<file path="config.mk">
export PLATFORM = sky130hd
export DESIGN_NAME = enc_lag3
export DESIGN_NICKNAME = d
export VERILOG_FILES = /design/src/rtl/enc_lag3.sv
export SDC_FILE = /design/constraint.sdc
export NUM_CORES = 1
export LEC_CHECK = 0
export CORE_ASPECT_RATIO = 0.9
export CORE_UTILIZATION = 50
export CTS_BUF_LIST = sky130_fd_sc_hd__clkbuf_4 sky130_fd_sc_hd__clkbuf_8
export CTS_CLUSTER_SIZE = 10
export DETAILED_ROUTE_END_ITERATION = 10
export PLACE_DENSITY_LB_ADDON = 0.1
export SLEW_MARGIN = 10
export SYNTH_ARGS = -nofsm -noshare
export SYNTH_HDL_FRONTEND = slang
export SYNTH_SLANG_ARGS = --single-unit
</file>
<file path="constraint.sdc">
create_clock -name clk -period 2.2 [get_ports clk]
set_input_delay 0.44 -clock clk [delete_from_list [all_inputs] [get_ports clk]]
set_output_delay 0.44 -clock clk [all_outputs]
set_load 0.05 [all_outputs]
</file>
<file path="src/rtl/enc_lag3.sv">
// 1/3-resolution pitch-lag encoder. Produces the pitch index for one subframe
// and, for the first subframe, the search window used by the second.
module enc_lag3 #(
  parameter int PIT_MIN = 20,
  parameter int PIT_MAX = 143
) (
  input  logic        clk,
  input  logic        reset,
  input  logic        start,
  input  logic [15:0] t0,
  input  logic [15:0] t0_frac,
  input  logic        pit_flag,
  output logic        done,
  output logic [15:0] index,
  output logic [15:0] t0_min,
  output logic [15:0] t0_max,
  output logic [15:0] add_a,
  output logic [15:0] add_b,
  input  logic [15:0] add_in,
  output logic [15:0] sub_a,
  output logic [15:0] sub_b,
  input  logic [15:0] sub_in
);

  localparam logic [15:0] PMIN = 16'(PIT_MIN);
  localparam logic [15:0] PMAX = 16'(PIT_MAX);

  typedef enum logic [4:0] {
    INIT, F1, FH, F2, F3, F4, F5,
    M1, M2, M3, M4, M5,
    S1, S2, S3, S4, S5,
    DN
  } state_t;

  state_t      state, state_next;
  logic [15:0] t0_l, t0_l_next;
  logic [15:0] frac_l, frac_l_next;
  logic        pf_l, pf_l_next;
  logic [15:0] acc, acc_next;
  logic [15:0] i_reg, i_next;
  logic [15:0] index_next, t0_min_next, t0_max_next;
  logic        done_next;

  // Signed views of the subtractor result used by every comparison.
  logic sub_neg, sub_le0;
  assign sub_neg = sub_in[15];
  assign sub_le0 = sub_in[15] | (sub_in == 16'd0);

  always_comb begin
    // NOTE: every signal written here gets a default first, so no path can
    // leave one unassigned and infer a latch.
    state_next  = state;
    t0_l_next   = t0_l;
    frac_l_next = frac_l;
    pf_l_next   = pf_l;
    acc_next    = acc;
    i_next      = i_reg;
    index_next  = index;
    t0_min_next = t0_min;
    t0_max_next = t0_max;
    done_next   = 1'b0;
    add_a       = 16'd0;
    add_b       = 16'd0;
    sub_a       = 16'd0;
    sub_b       = 16'd0;

    unique case (state)
      INIT: if (start) begin
        t0_l_next   = t0;
        frac_l_next = t0_frac;
        pf_l_next   = pit_flag;
        state_next  = pit_flag ? S1 : F1;
      end
      F1: begin
        sub_a = t0_l; sub_b = 16'd85;
        state_next = sub_le0 ? F2 : FH;
      end
      FH: begin
        add_a = t0_l; add_b = 16'd112;
        index_next = add_in;
        state_next = M1;
      end
      F2: begin
        add_a = t0_l; add_b = t0_l;
        acc_next = add_in;
        state_next = F3;
      end
      F3: begin
        add_a = acc; add_b = t0_l;
        acc_next = add_in;
        state_next = F4;
      end
      F4: begin
        sub_a = acc; sub_b = 16'd58;
        acc_next = sub_in;
        state_next = F5;
      end
      F5: begin
        add_a = acc; add_b = frac_l;
        index_next = add_in;
        state_next = M1;
      end
      M1: begin
        sub_a = t0_l; sub_b = 16'd5;
        t0_min_next = sub_in;
        state_next = M2;
      end
      M2: begin
        sub_a = t0_min; sub_b = PMIN;
        if (sub_neg) t0_min_next = PMIN;
        state_next = M3;
      end
      M3: begin
        add_a = t0_min; add_b = 16'd9;
        t0_max_next = add_in;
        state_next = M4;
      end
      M4: begin
        // done rises here on both branches; the clamp branch still has the
        // t0_min fix-up in M5, which lands as done falls.
        sub_a = t0_max; sub_b = PMAX;
        done_next = 1'b1;
        if (!sub_le0) begin
          t0_max_next = PMAX;
          state_next  = M5;
        end else begin
          state_next = DN;
        end
      end
      M5: begin
        sub_a = PMAX; sub_b = 16'd9;
        t0_min_next = sub_in;
        state_next = DN;
      end
      S1: begin
        sub_a = t0_l; sub_b = t0_min;
        i_next = sub_in;
        state_next = S2;
      end
      S2: begin
        add_a = i_reg; add_b = i_reg;
        acc_next = add_in;
        state_next = S3;
      end
      S3: begin
        add_a = acc; add_b = i_reg;
        acc_next = add_in;
        state_next = S4;
      end
      S4: begin
        add_a = acc; add_b = 16'd2;
        acc_next = add_in;
        state_next = S5;
      end
      S5: begin
        add_a = acc; add_b = frac_l;
        index_next = add_in;
        done_next  = 1'b1;
        state_next = DN;
      end
      DN:      state_next = INIT;
      default: state_next = INIT;
    endcase
  end

  // NOTE: sequential state uses non-blocking assignments only, so every
  // register samples the values computed before this edge.
  always_ff @(posedge clk) begin
    if (reset) begin
      state  <= INIT;
      t0_l   <= 16'd0;
      frac_l <= 16'd0;
      pf_l   <= 1'b0;
      acc    <= 16'd0;
      i_reg  <= 16'd0;
      index  <= 16'd0;
      t0_min <= 16'd0;
      t0_max <= 16'd0;
      done   <= 1'b0;
    end else begin
      state  <= state_next;
      t0_l   <= t0_l_next;
      frac_l <= frac_l_next;
      pf_l   <= pf_l_next;
      acc    <= acc_next;
      i_reg  <= i_next;
      index  <= index_next;
      t0_min <= t0_min_next;
      t0_max <= t0_max_next;
      done   <= done_next;
    end
  end

endmodule

</file>
==> results by stage <==
Worst setup path:
- Together, buffers and inverters on the worst path number 5.
- The critical path starts at state[2].
- The largest fanout of any net on the critical path is 8.
- The worst register-to-register path has a depth of 10.
- The slowest stage cell on the critical path is a222oi_1.
- The critical path in this run is classified as reg2out.
- The kind of end point of the critical path is a primary output.
- The critical path goes through buf_6 > buf_12 > and3b_1 > o21a_4 > clkbuf_16 > a222oi_1 > inv_2 > buf_12.
- The kind of cell adding the most delay to the critical path is buffers and inverters.
- The destination of the critical timing path is add_b[2].
- The cell seen most often among critical-path stages is buf_12.
- The startpoint of the worst register-to-register path is state[1].
- The nature of the critical path startpoint is a register.
- The endpoint identified for the worst register-to-register timing path is frac_l[6].
- On the worst path, the slowest cell contributes a delay of 0.39 ns.
- The required time of the worst setup path is 1.76 ns.
- The critical path runs through a total of 8 cells.
- The endpoint arrival time on the critical path is 2.39 ns.
- The register-to-register setup slack is 0.01 ns.

Finish:
- After filler insertion, the fill cell instance count of the layout stands at 573.
- Summing all multi-input logic gate instances after layout gives 3950 µm².
- In the final design database the tool counted 1076 nets.
- The share of cells above drive strength 1 is 0.325.
- The register area is 2370 µm².
- The area growth from synthesis to layout is 72.0%.
- Leaving out filler cells and counting taps, the final layout contains 1182.

Run status:
- The flow ran to the end, but the final reports show violations.
- The final reports fail on setup timing.

Timing:
- The final critical-path required period is 2.83 ns.
- Final hold analysis gives a worst-case slack of 0.368 ns.
- The transition time of the tightest slew-check pin is 0.538 ns.
- Setup slack on the critical path of the routed design comes to -0.626 ns.
- Setup repair after global routing could not meet its margin everywhere.
- The hold violation total from the final report is 0.
- Measured against its own limit, the worst slew margin works out to 0.641.
- The post-route clock period utilization is 1.28.
- The final number of max-transition violations is 0.
- The final setup violation count is 64.
- Based on the critical path, the design can be clocked at up to 354 MHz.
- Across the routed clock network, the largest skew measured is 0.0127 ns.
- The final sum of negative setup slack is -28.49 ns.

Synth:
- The cell area that synthesis handed to floorplanning was 6290 µm².
- For this run, the register share of the synthesized area comes to 0.376.
- After synthesis the netlist holds a flip-flop and latch count of 118.
- The number of enable-type register cells in the synthesized netlist is 0.
- The Yosys step of the flow raised 0 warnings.
- Counting every net in the synthesized netlist gives 818.
- The number of distinct library cells after synthesis is 55.
- The proportion of synthesized flip-flops having asynchronous set or reset is 0.
- The synthesized area per cell is 8.39 µm².
- The synthesized netlist cell count is 750.
- Among all flip-flop cells after synthesis, the most frequent one is dfxtp_1.

GRT:
- For this run the aggregate overflow at the end of global routing stands at 0.
- In this run the most used layer during global routing was met2.
- The number of antenna violations at the first check in global routing is 1.
- The number of global-route vias before repair is 7600.
- The global-route usage over all layers is 0.417.
- The met1 usage in global routing is 0.477.
- The first global-routing pass estimated 41400 µm of wire.
- In the global route stage, met3 resource usage came out at 0.124.
- The global-route track usage on met2 is 0.693.
- The maximum number of pins on one net before global-route repair is 51.

Power:
- Of the total power, the share spent switching nets is 0.450.
- The share of total power dissipated in combinational logic is 0.588.
- Of the total power, registers draw 0.249.
- The share of total power in the clock network is 0.163.
- The worst-case vdd ir drop is 0.636 mV.
- Dividing total power by cell area gives a power density of 1180 nW/µm².
- Summed over all cells, the static leakage comes to 0.00446 µW.
- The internal power consumption is 7010 µW.
- For this design the total switching power over the nets is 5740 µW.

Die:
- Row generation in the floorplan step produced 38 rows.
- In this run the vertical extent of the chip is 108 µm.
- The placeable core area is 12200 µm².
- The starting density of the core is 0.517.
- Measured along the x axis, the die boundary spans 120 µm.
- The die covers 13000 µm².
- In this run the count of I/O pins placed on the die edge is 181.

Run:
- The number of maximum-capacitance violations is 0.

Drt:
- Using the TritonRoute via totals, the vias-per-cell ratio works out to 6.88.
- For this block, the routed nets add up to 31400 µm of wire.
- The vias after detailed routing is 8134.
- The number of iterations in the first detailed-routing pass is 10.
- The final routed DRC violation total is 0.
- Once detail routing completed, the nets flagged for antenna violations numbered 0.
- After detailed routing, the average wire length per cell comes to 26.6 µm.
- The DRC violation total after the first TritonRoute iteration is 1388.

Clock tree:
- The number of H-tree levels is 4.
- The clock latency on the worst-skew pair is 0.45 ns.
- The CTS tree is built.
- The TritonCTS sink count is 118.
- After clock tree synthesis, the clock-pin slew on the worst setup and hold paths is 0.09 ns.
- Buffers inserted during clock tree synthesis total 17.
- Clock tree synthesis selected as its root buffer the cell clkbuf_8.
- The worst-case clock buffer depth is 2.

Placement:
- The number of buffers added on ports is 180.
- The last weighted congestion value of the routability-driven placer is 0.987.
- The detailed placement HPWL is 18500 µm.
- In this run, placement finished with an instance count of 1110.

Worst hold path:
- The path type of the worst min-delay path is in2reg.
## cell families after synthesis
kind of cell    count (synthesis)  share of synthesized area
mux                            32                     0.0509
flops                         118                      0.376
compound gates                229                      0.280
xor+xnor                        1                    0.00139
buf+inv                        94                     0.0664
simple gates                  276                      0.226
## cell usage after synthesis (8+ instances only)
| master | number | area [µm²] |
|---|---|---|
| nand2_1 | 121 | 454 |
| dfxtp_1 | 118 | 2360 |
| a21oi_1 | 76 | 380 |
| a22o_1 | 45 | 394 |
| a221o_1 | 43 | 430 |
| clkbuf_1 | 36 | 135 |
| nor2_1 | 36 | 135 |
| nor3b_1 | 33 | 248 |
| mux2i_1 | 32 | 320 |
| buf_2 | 25 | 125 |
| inv_1 | 25 | 93.8 |
| nand3b_1 | 14 | 105 |
| nor3_1 | 12 | 60.1 |
| o41ai_1 | 11 | 96.3 |
| a222oi_1 | 10 | 100 |
| and2_1 | 10 | 62.6 |
| nand3_1 | 8 | 40.0 |
## how the worst min path moves through the flow
stage / endpoint / startpoint / depth (start not counted)
6_report: frac_l[3] / reset / 2
5_1_grt: t0_min[15] / reset / 2
4_1_cts: t0_max[3] / reset / 2
3_5_place_dp: frac_l[15] / frac_l[15] / 2
3_3_place_gp: frac_l[7] / frac_l[7] / 2
2_1_floorplan: frac_l[10] / frac_l[10] / 2
## layout by cell type (no fill, tap or decap), types with 11 or more instances in the layout
master           Yosys  final
clkbuf_8             0     18
nor3b_1             33     32
a22o_1              45     45
a221o_2              0     20
nor2_1              36     34
buf_6                1     22
o41ai_1             11     11
a21oi_1             76     71
nand2_1            121    114
clkdlybuf4s50_1      0    101
buf_4                7     85
mux2i_1             32     32
nand3b_1            14     14
buf_12               0     80
inv_1               25     17
a221o_1             43     23
dfxtp_1            118    113
## final cells by class
type | instances | share of cell area
multi-input cells | 538 | 0.365
well taps | 160 | 0.0185
flip-flops and latches | 118 | 0.219
diodes | 1 | 0.000231
repair buffers | 308 | 0.351
clock inverters | 14 | 0.0139
clock buffers | 18 | 0.0229
inverters | 25 | 0.00867
## repair_timing
action / in CTS / in global routing
setup endpoints to repair: 67 / 108
setup buffers: 19 / 17
endpoints found under the hold margin: 0 / 0
gates cloned: 3 / 4
pin swaps: 18 / 27
gates resized for setup: 67 / 57
hold buffers: 0 / 0
## power groups by stage
| stage | Combinational (µW) | Sequential (µW) | Clock (µW) |
|---|---|---|---|
| after global routing | 7710 | 3180 | 2160 |
| after floorplan | 3100 | 3210 | 0 |
| after global placement | 5800 | 3070 | 0 |
| after CTS | 6610 | 3080 | 2030 |
| after detailed placement | 5950 | 3100 | 0 |
| final | 7500 | 3170 | 2080 |
## routing by layer
| layer | share of wire | vias to the layer above |
|---|---|---|
| met5 | 0 | - |
| met4 | 0.085 | 0 |
| met3 | 0.14 | 274 |
| met2 | 0.44 | 806 |
| met1 | 0.33 | 3753 |
| li1 | - | 3301 |
## per-stage QoR
step	util	total power (µW)	area [µm²]	worst slack, ns
2_1_floorplan	-	6310	6400	0.00132
3_3_place_gp	0.786	8870	9560	-0.291
3_5_place_dp	0.786	9050	9560	-0.316
4_1_cts	0.855	11700	10400	-0.542
5_1_grt	0.889	13000	10800	-0.619
6_report	0.889	12700	10800	-0.626
No activity file was read; power rests on OpenSTA's default activity.
